==> src/rtl/vga_pattern_gen.sv <==
// VGA timing + test-pattern generator (SMPTE bars, solid, checker, ramp).
// Ports: clk; rst (sync, active-low); mode_i/color_i pattern select;
// red_px/green_px/blue_px, h_out, v_out, de_out registered video;
// h_poz/v_poz position counters; frame_start one-clk pulse at (0,0).
module vga_pattern_gen #(
  parameter int CLK_DIV  = 4,
  parameter int H_VIZ    = 640,
  parameter int H_FP     = 16,
  parameter int H_PULSE  = 96,
  parameter int H_BP     = 48,
  parameter int V_VIZ    = 480,
  parameter int V_FP     = 10,
  parameter int V_PULSE  = 2,
  parameter int V_BP     = 33,
  parameter int HS_POL   = 0,
  parameter int VS_POL   = 0,
  parameter int R_W      = 3,
  parameter int G_W      = 3,
  parameter int B_W      = 2,
  parameter int CNT_W    = 10,
  parameter int CHK_LOG2 = 5
) (
  input  logic                   clk,
  input  logic                   rst,
  input  logic [1:0]             mode_i,
  input  logic [R_W+G_W+B_W-1:0] color_i,
  output logic [R_W-1:0]         red_px,
  output logic [G_W-1:0]         green_px,
  output logic [B_W-1:0]         blue_px,
  output logic                   h_out,
  output logic                   v_out,
  output logic                   de_out,
  output logic [CNT_W-1:0]       h_poz,
  output logic [CNT_W-1:0]       v_poz,
  output logic                   frame_start
);

  localparam int H_TOTAL = H_VIZ + H_FP + H_PULSE + H_BP;
  localparam int V_TOTAL = V_VIZ + V_FP + V_PULSE + V_BP;
  localparam int C_W     = R_W + G_W + B_W;
  localparam int DIV_W   = (CLK_DIV > 1) ? $clog2(CLK_DIV) : 1;

  localparam logic [DIV_W-1:0] DIV_LAST = DIV_W'(CLK_DIV - 1);
  localparam logic [CNT_W-1:0] H_LAST = CNT_W'(H_TOTAL - 1);
  localparam logic [CNT_W-1:0] V_LAST = CNT_W'(V_TOTAL - 1);
  localparam logic [CNT_W-1:0] H_V    = CNT_W'(H_VIZ);
  localparam logic [CNT_W-1:0] V_V    = CNT_W'(V_VIZ);
  localparam logic [CNT_W-1:0] H_SS   = CNT_W'(H_VIZ + H_FP);
  localparam logic [CNT_W-1:0] H_SE   = CNT_W'(H_VIZ + H_FP + H_PULSE);
  localparam logic [CNT_W-1:0] V_SS   = CNT_W'(V_VIZ + V_FP);
  localparam logic [CNT_W-1:0] V_SE   = CNT_W'(V_VIZ + V_FP + V_PULSE);
  localparam logic [CNT_W-1:0] V_LOW  = CNT_W'(V_VIZ * 3 / 4);
  localparam logic HS_ON = 1'(HS_POL);
  localparam logic VS_ON = 1'(VS_POL);

  typedef enum logic [1:0] {
    M_SMPTE = 2'd0,
    M_SOLID = 2'd1,
    M_CHECK = 2'd2,
    M_RAMP  = 2'd3
  } mode_t;

  logic [DIV_W-1:0] r_div;
  logic [CNT_W-1:0] r_h;
  logic [CNT_W-1:0] r_v;
  mode_t            r_mode;
  logic [C_W-1:0]   r_color;
  logic [R_W-1:0]   r_red;
  logic [G_W-1:0]   r_grn;
  logic [B_W-1:0]   r_blu;
  logic             r_hs;
  logic             r_vs;
  logic             r_de;
  logic             r_fs;

  logic             w_ce;
  logic             w_h_end;
  logic             w_v_end;
  logic             w_de;
  logic             w_low;
  logic             w_chk;
  logic             w_hs_act;
  logic             w_vs_act;
  logic [2:0]       w_bar;
  logic [2:0]       w_step;
  logic [2:0]       w_flag;
  logic [R_W-1:0]   w_cr;
  logic [G_W-1:0]   w_cg;
  logic [B_W-1:0]   w_cb;
  logic [R_W-1:0]   w_r_ramp;
  logic [G_W-1:0]   w_g_ramp;
  logic [B_W-1:0]   w_b_ramp;
  logic [R_W-1:0]   w_r;
  logic [G_W-1:0]   w_g;
  logic [B_W-1:0]   w_b;

  // Thresholds fold to constants; no runtime division.
  function automatic logic [2:0] bar_idx(input logic [CNT_W-1:0] h);
    logic [2:0] b;
    b = '0;
    for (int k = 1; k <= 6; k++)
      if (h >= CNT_W'(k * H_VIZ / 7)) b = b + 3'd1;
    return b;
  endfunction

  function automatic logic [2:0] step_idx(input logic [CNT_W-1:0] h);
    logic [2:0] s;
    s = '0;
    for (int k = 1; k <= 7; k++)
      if (h >= CNT_W'(k * H_VIZ / 8)) s = s + 3'd1;
    return s;
  endfunction

  assign w_ce    = (r_div == DIV_LAST);
  assign w_h_end = (r_h == H_LAST);
  assign w_v_end = (r_v == V_LAST);

  always_ff @(posedge clk) begin
    if (!rst) begin
      r_div   <= '0;
      r_h     <= '0;
      r_v     <= '0;
      r_mode  <= M_SMPTE;
      r_color <= '0;
    end else begin
      r_div <= w_ce ? '0 : r_div + DIV_W'(1);
      if (w_ce) begin
        r_h <= w_h_end ? '0 : r_h + CNT_W'(1);
        if (w_h_end)
          r_v <= w_v_end ? '0 : r_v + CNT_W'(1);
        // Latch on the last pixel so the new mode starts at (0,0).
        if (w_h_end && w_v_end) begin
          r_mode  <= mode_t'(mode_i);
          r_color <= color_i;
        end
      end
    end
  end

  assign w_cr     = r_color[C_W-1 -: R_W];
  assign w_cg     = r_color[G_W+B_W-1 -: G_W];
  assign w_cb     = r_color[B_W-1:0];
  assign w_bar    = bar_idx(r_h);
  assign w_step   = step_idx(r_h);
  assign w_de     = (r_h < H_V) && (r_v < V_V);
  assign w_low    = (r_v >= V_LOW);
  assign w_chk    = r_h[CHK_LOG2] ^ r_v[CHK_LOG2];
  assign w_hs_act = (r_h >= H_SS) && (r_h < H_SE);
  assign w_vs_act = (r_v >= V_SS) && (r_v < V_SE);

  // Ramp step left-aligned, repeated for channels wider than 3 bits.
  for (genvar i = 0; i < R_W; i++) begin : g_rr
    assign w_r_ramp[R_W-1-i] = w_step[2-(i%3)];
  end
  for (genvar i = 0; i < G_W; i++) begin : g_gr
    assign w_g_ramp[G_W-1-i] = w_step[2-(i%3)];
  end
  for (genvar i = 0; i < B_W; i++) begin : g_br
    assign w_b_ramp[B_W-1-i] = w_step[2-(i%3)];
  end

  // SMPTE full-scale flags {R,G,B} per bar.
  always_comb begin
    w_flag = 3'b000;
    if (w_low) begin
      case (w_bar)
        3'd0:    w_flag = 3'b001;
        3'd2:    w_flag = 3'b101;
        3'd4:    w_flag = 3'b011;
        3'd6:    w_flag = 3'b111;
        default: w_flag = 3'b000;
      endcase
    end else begin
      case (w_bar)
        3'd0:    w_flag = 3'b111;
        3'd1:    w_flag = 3'b110;
        3'd2:    w_flag = 3'b011;
        3'd3:    w_flag = 3'b010;
        3'd4:    w_flag = 3'b101;
        3'd5:    w_flag = 3'b100;
        default: w_flag = 3'b001;
      endcase
    end
  end

  always_comb begin
    w_r = '0;
    w_g = '0;
    w_b = '0;
    if (w_de) begin
      unique case (r_mode)
        M_SMPTE: begin
          w_r = {R_W{w_flag[2]}};
          w_g = {G_W{w_flag[1]}};
          w_b = {B_W{w_flag[0]}};
        end
        M_SOLID: begin
          w_r = w_cr;
          w_g = w_cg;
          w_b = w_cb;
        end
        M_CHECK: begin
          if (w_chk) begin
            w_r = w_cr;
            w_g = w_cg;
            w_b = w_cb;
          end
        end
        M_RAMP: begin
          w_r = w_r_ramp;
          w_g = w_g_ramp;
          w_b = w_b_ramp;
        end
      endcase
    end
  end

  always_ff @(posedge clk) begin
    if (!rst) begin
      r_red <= '0;
      r_grn <= '0;
      r_blu <= '0;
      r_hs  <= ~HS_ON;
      r_vs  <= ~VS_ON;
      r_de  <= 1'b0;
      r_fs  <= 1'b0;
    end else begin
      r_fs <= w_ce && (r_h == '0) && (r_v == '0);
      if (w_ce) begin
        r_red <= w_r;
        r_grn <= w_g;
        r_blu <= w_b;
        r_hs  <= w_hs_act ? HS_ON : ~HS_ON;
        r_vs  <= w_vs_act ? VS_ON : ~VS_ON;
        r_de  <= w_de;
      end
    end
  end

  assign red_px      = r_red;
  assign green_px    = r_grn;
  assign blue_px     = r_blu;
  assign h_out       = r_hs;
  assign v_out       = r_vs;
  assign de_out      = r_de;
  assign h_poz       = r_h;
  assign v_poz       = r_v;
  assign frame_start = r_fs;

endmodule

==> config.mk <==
export PLATFORM = sky130hd
export DESIGN_NAME = vga_pattern_gen
export DESIGN_NICKNAME = d
export VERILOG_FILES = /design/src/rtl/vga_pattern_gen.sv
export SDC_FILE = /design/constraint.sdc
export NUM_CORES = 1
export LEC_CHECK = 0
export CORE_MARGIN = 10
export CORE_UTILIZATION = 50
export CTS_CLUSTER_SIZE = 10
export DETAILED_ROUTE_END_ITERATION = 6
export GPL_TIMING_DRIVEN = 1
export PLACE_DENSITY_LB_ADDON = 0.2
export SYNTH_ARGS = -nofsm -noshare
export SYNTH_HDL_FRONTEND = slang
export SYNTH_SLANG_ARGS = --single-unit
==> constraint.sdc <==
create_clock -name clk -period 4.1 [get_ports clk]
set_clock_uncertainty 0.15 [all_clocks]
set_input_delay 0.82 -clock clk [delete_from_list [all_inputs] [get_ports clk]]
set_output_delay 0.82 -clock clk [all_outputs]
set_load 0.005 [all_outputs]
==> results of run 1 <==
## per-stage QoR
stage | hold slack [ps] | total power, mW | worst slack, ps | instance area [um^2] | setup TNS [ps]
6_report | 275 | 0.864 | -59.4 | 4150 | -234
5_1_grt | 309 | 0.893 | -279 | 4150 | -1850
4_1_cts | 283 | 0.866 | -102 | 3900 | -270
3_5_place_dp | 269 | 0.515 | -99.7 | 3750 | -282
3_3_place_gp | 259 | 0.514 | -3.31 | 3750 | -3.31
2_1_floorplan | 248 | 0.478 | -128 | 3160 | -525
## worst min path at each step
stage                                    from                  end  slack [ps]  cells after the start
after global placement    r_div[0]$_SDFF_PP0_  r_div[0]$_SDFF_PP0_         260                      1
after floorplan           r_div[0]$_SDFF_PP0_  r_div[0]$_SDFF_PP0_         250                      1
after global routing      r_div[0]$_SDFF_PP0_  r_div[0]$_SDFF_PP0_         310                      1
after CTS                 r_div[0]$_SDFF_PP0_  r_div[0]$_SDFF_PP0_         280                      1
after detailed placement  r_div[0]$_SDFF_PP0_  r_div[0]$_SDFF_PP0_         270                      1
final                     r_div[0]$_SDFF_PP0_  r_div[0]$_SDFF_PP0_         280                      1
## routing by layer
metal	up-vias	global-route usage	wire (um)
li1	1454	-	-
met1	1387	0.182	3530
met2	60	0.271	4140
met3	8	0.0454	473
met4	0	0.0408	92
met5	-	0	0
## report_power, final
part	total (mW)	leakage, nW	switching, mW	internal (mW)
Sequential	0.442	0.359	0.00558	0.437
Combinational	0.0636	1.31	0.0257	0.0378
Clock	0.358	0.0591	0.174	0.185
## cells in the final DEF, fill, tap and decap left out, types with 4 or more instances in the layout
| cell type | synthesis | final |
|---|---|---|
| or3_1 | 6 | 5 |
| ha_1 | 19 | 9 |
| xnor2_1 | 14 | 10 |
| nand3_1 | 11 | 11 |
| nand4_1 | 5 | 5 |
| ha_4 | 0 | 5 |
| a21oi_1 | 11 | 7 |
| nor3_1 | 6 | 5 |
| nor2_1 | 35 | 32 |
| dfxtp_1 | 44 | 38 |
| buf_4 | 0 | 35 |
| inv_1 | 10 | 7 |
| nand2_1 | 43 | 40 |
| o31ai_1 | 9 | 8 |
| o21a_1 | 7 | 7 |
| o21ai_0 | 22 | 16 |
| and2_1 | 6 | 5 |
| nor2b_1 | 18 | 18 |
| ha_2 | 0 | 5 |
| o21ai_1 | 2 | 7 |
| mux2i_1 | 13 | 13 |
| clkdlybuf4s50_1 | 0 | 43 |
| dfxtp_2 | 0 | 5 |
| clkbuf_8 | 0 | 5 |
| xor2_1 | 14 | 14 |
| and3_1 | 4 | 4 |
| nand2b_1 | 6 | 6 |
## logic make-up after synthesis
group,count (synthesis)
muxes,14
xor gates and xnor gates,30
adders and majority gates,19
AOI/OAI and AO/OA,86
DFF,44
and+or+nand+nor,153
buffers and inverters,31
## sequential cells by signal, indices dropped and copies added (netlist names), 2 cells and up
register and count:
r_mode 2, red_px 3, blue_px 2, green_px 3, v_poz 10, h_poz 10, r_color 8, r_div 2
## timing repair
item	CTS	global route
pin swaps	2	24
gates resized for setup	3	45
setup endpoints to repair	7	8
setup buffers	2	6
## worst reg2reg max path: stages, from the launching register on
cell	delay [ps]
dfxtp_2	340
or3_4	390
a21oi_4	170
inv_1	70
ha_2	180
a21o_1	180
ha_4	220
o22a_1	240
ha_4	230
nand2_2	50
nand2_1	50
ha_1	290
nor2b_1	120
a31oi_1	200
nand2_1	90
ha_2	180
nand2_2	60
a21oi_2	40
xnor3_1	240
xnor2_2	190
buf_4	150
o21ai_2	60
a22o_1	180
## cell type report
class,count,area share
repair buffers,80,0.173
inverters,10,0.00905
clock inverters,3,0.0109
flip-flops and latches,44,0.215
well taps,75,0.0226
multi-input cells,302,0.553
clock buffers,5,0.0166
==> results.toml, run 1 <==
[outcome]
outcome = "finished, violations left"
violations = "setup timing"

[clocking]
holdBufCountCts = 0
clockRootBuffer = "clkbuf_8"
cts_made_buffers = 5
insertion_delay_ps = 310
cts_tree = "built"
cts_max_level = 2
clk_pin_slew_worst_paths_ps = 100
cts.path.max_buffers = 2
cts_sinks = 44

[synthesis]
ys_ff_latch = 44
synth-async-reset-ratio = 0
synth_xor_area_frac = 0.0955
synth.cell_area_um2 = 3090
synth-adder-area-share = 0.0769
synthMuxAreaShare = 0.0457
yosys.area.top_type = "dfxtp_1"
yosysUniqueCellTypes = 58
synth-compound-area-share = 0.201
syn_nets = 408
synth.avg_cell_area_um2 = 8.20
synth_top_area_frac = 0.285
synth_seq_area_share = 0.285
synth_common_cells = "dfxtp_1, nand2_1, nor2_1"
yosys.area_share.simple = 0.250
synth_area_leaders = "dfxtp_1, ha_1, nand2_1, nor2_1, mux2i_1"
synth_edf_count = 0
synthCells = 377
synthFlopType = "dfxtp_1"
ys_warn_count = 0
synth_top_family_by_area = "simple AND/OR/NAND/NOR gates"
yosysMostFrequentCell = "dfxtp_1"

[detailed_routing]
dr.pass1.iters = 4
drt.antenna.violating_nets = 0
routedWlPerCell_um = 15.8
wirelength_mm = 8.23
viasPerCell = 5.61
drt_iter0_markers = 153
drc = 0
vias = 2909

[worst_setup_path]
cp_num_buf_inv = 2
r2r_setup_slack_ps = -60
cp-startpoint = "h_poz[9]$_SDFFE_PN0P_"
path_cells = "or3_4, a21oi_4, inv_1, ha_2, a21o_1, ha_4, o22a_1, ha_4, nand2_2, nand2_1, ha_1, nor2b_1, a31oi_1, nand2_1, ha_2, nand2_2, a21oi_2, xnor3_1, xnor2_2, buf_4, o21ai_2, a22o_1"
crit_family = "adder cells"
r2r_start = "h_poz[9]$_SDFFE_PN0P_"
slowest_stage = "or3_4"
cp-start-kind = "flip-flop"
crit_path_end_kind = "flip-flop"
required_ps = 4160
path_class = "flip-flop to flip-flop"
critPathMaxFanout = 3
cp-endpoint = "red_px[2]$_SDFFE_PN0P_"
r2r_end = "red_px[2]$_SDFFE_PN0P_"
worstSetupPathDepth = 22
reg2reg_depth = 22
critPathArrivalTime_ps = 4220
slowest_delay_ps = 390

[final_layout]
seqCellArea_um2 = 891
multiInputGateArea_um2 = 2290
post_route_cells_drive_above_1_share = 0.216
final_util = 0.696
finalNonFillerCells = 519
diodes = 0
area_delta_synth_final_pct = 34.1
fill_cells = 478
nNetsFinal = 474

[placed_design]
dp_cells = 503
globalplace.congestion = 0.904
io_buffers = 43
dp_hpwl_mm = 5.81

[sta]
worst_pin_slew_ps = 842
rsz0062_at_grt = "yes"
finalSetupViolCount = 6
final_max_slew_viol_count = 0
fin_crit_sh = 1.01
fin_crit_ps = 4160
hold_viol_final = 0
postLayoutSetupSlackWorst_ps = -59.4
timing.slew.headroom = 0.434
max_freq_mhz = 240

[floorplanning]
rows = 28
fp.coreArea_um2 = 5960
dieArea_um2 = 9730
start_util = 0.519
die_y_um = 98.7
io_pins = 44
die_x_um = 98.7

[global_route]
grt_overflow_total = 0
grt_max_degree = 24
grt_pass1_vias = 2825
grt_pass1_wl_mm = 13.1
grt_usage = 0.156
grt_antenna_before_repair = 0

[power_and_ir_drop]
p_per_area_nw_per_um2 = 208
leakage_nw = 1.72
ir_drop_v = 0.000201

[job]
maxCapViolations = 0

[hold_path]
min_path_type = "flip-flop to flip-flop"
Note: power is estimated with default switching activity, not from simulation.
==> run 2: changes to the inputs <==
--- a/config.mk
+++ b/config.mk
@@ -9,7 +9,6 @@
 export CORE_UTILIZATION = 50
 export CTS_CLUSTER_SIZE = 10
 export DETAILED_ROUTE_END_ITERATION = 6
-export GPL_TIMING_DRIVEN = 1
 export PLACE_DENSITY_LB_ADDON = 0.2
 export SYNTH_ARGS = -nofsm -noshare
 export SYNTH_HDL_FRONTEND = slang
==> results of run 2 <==
No change in the layout: final DEF, timing and power equal those of run 1.
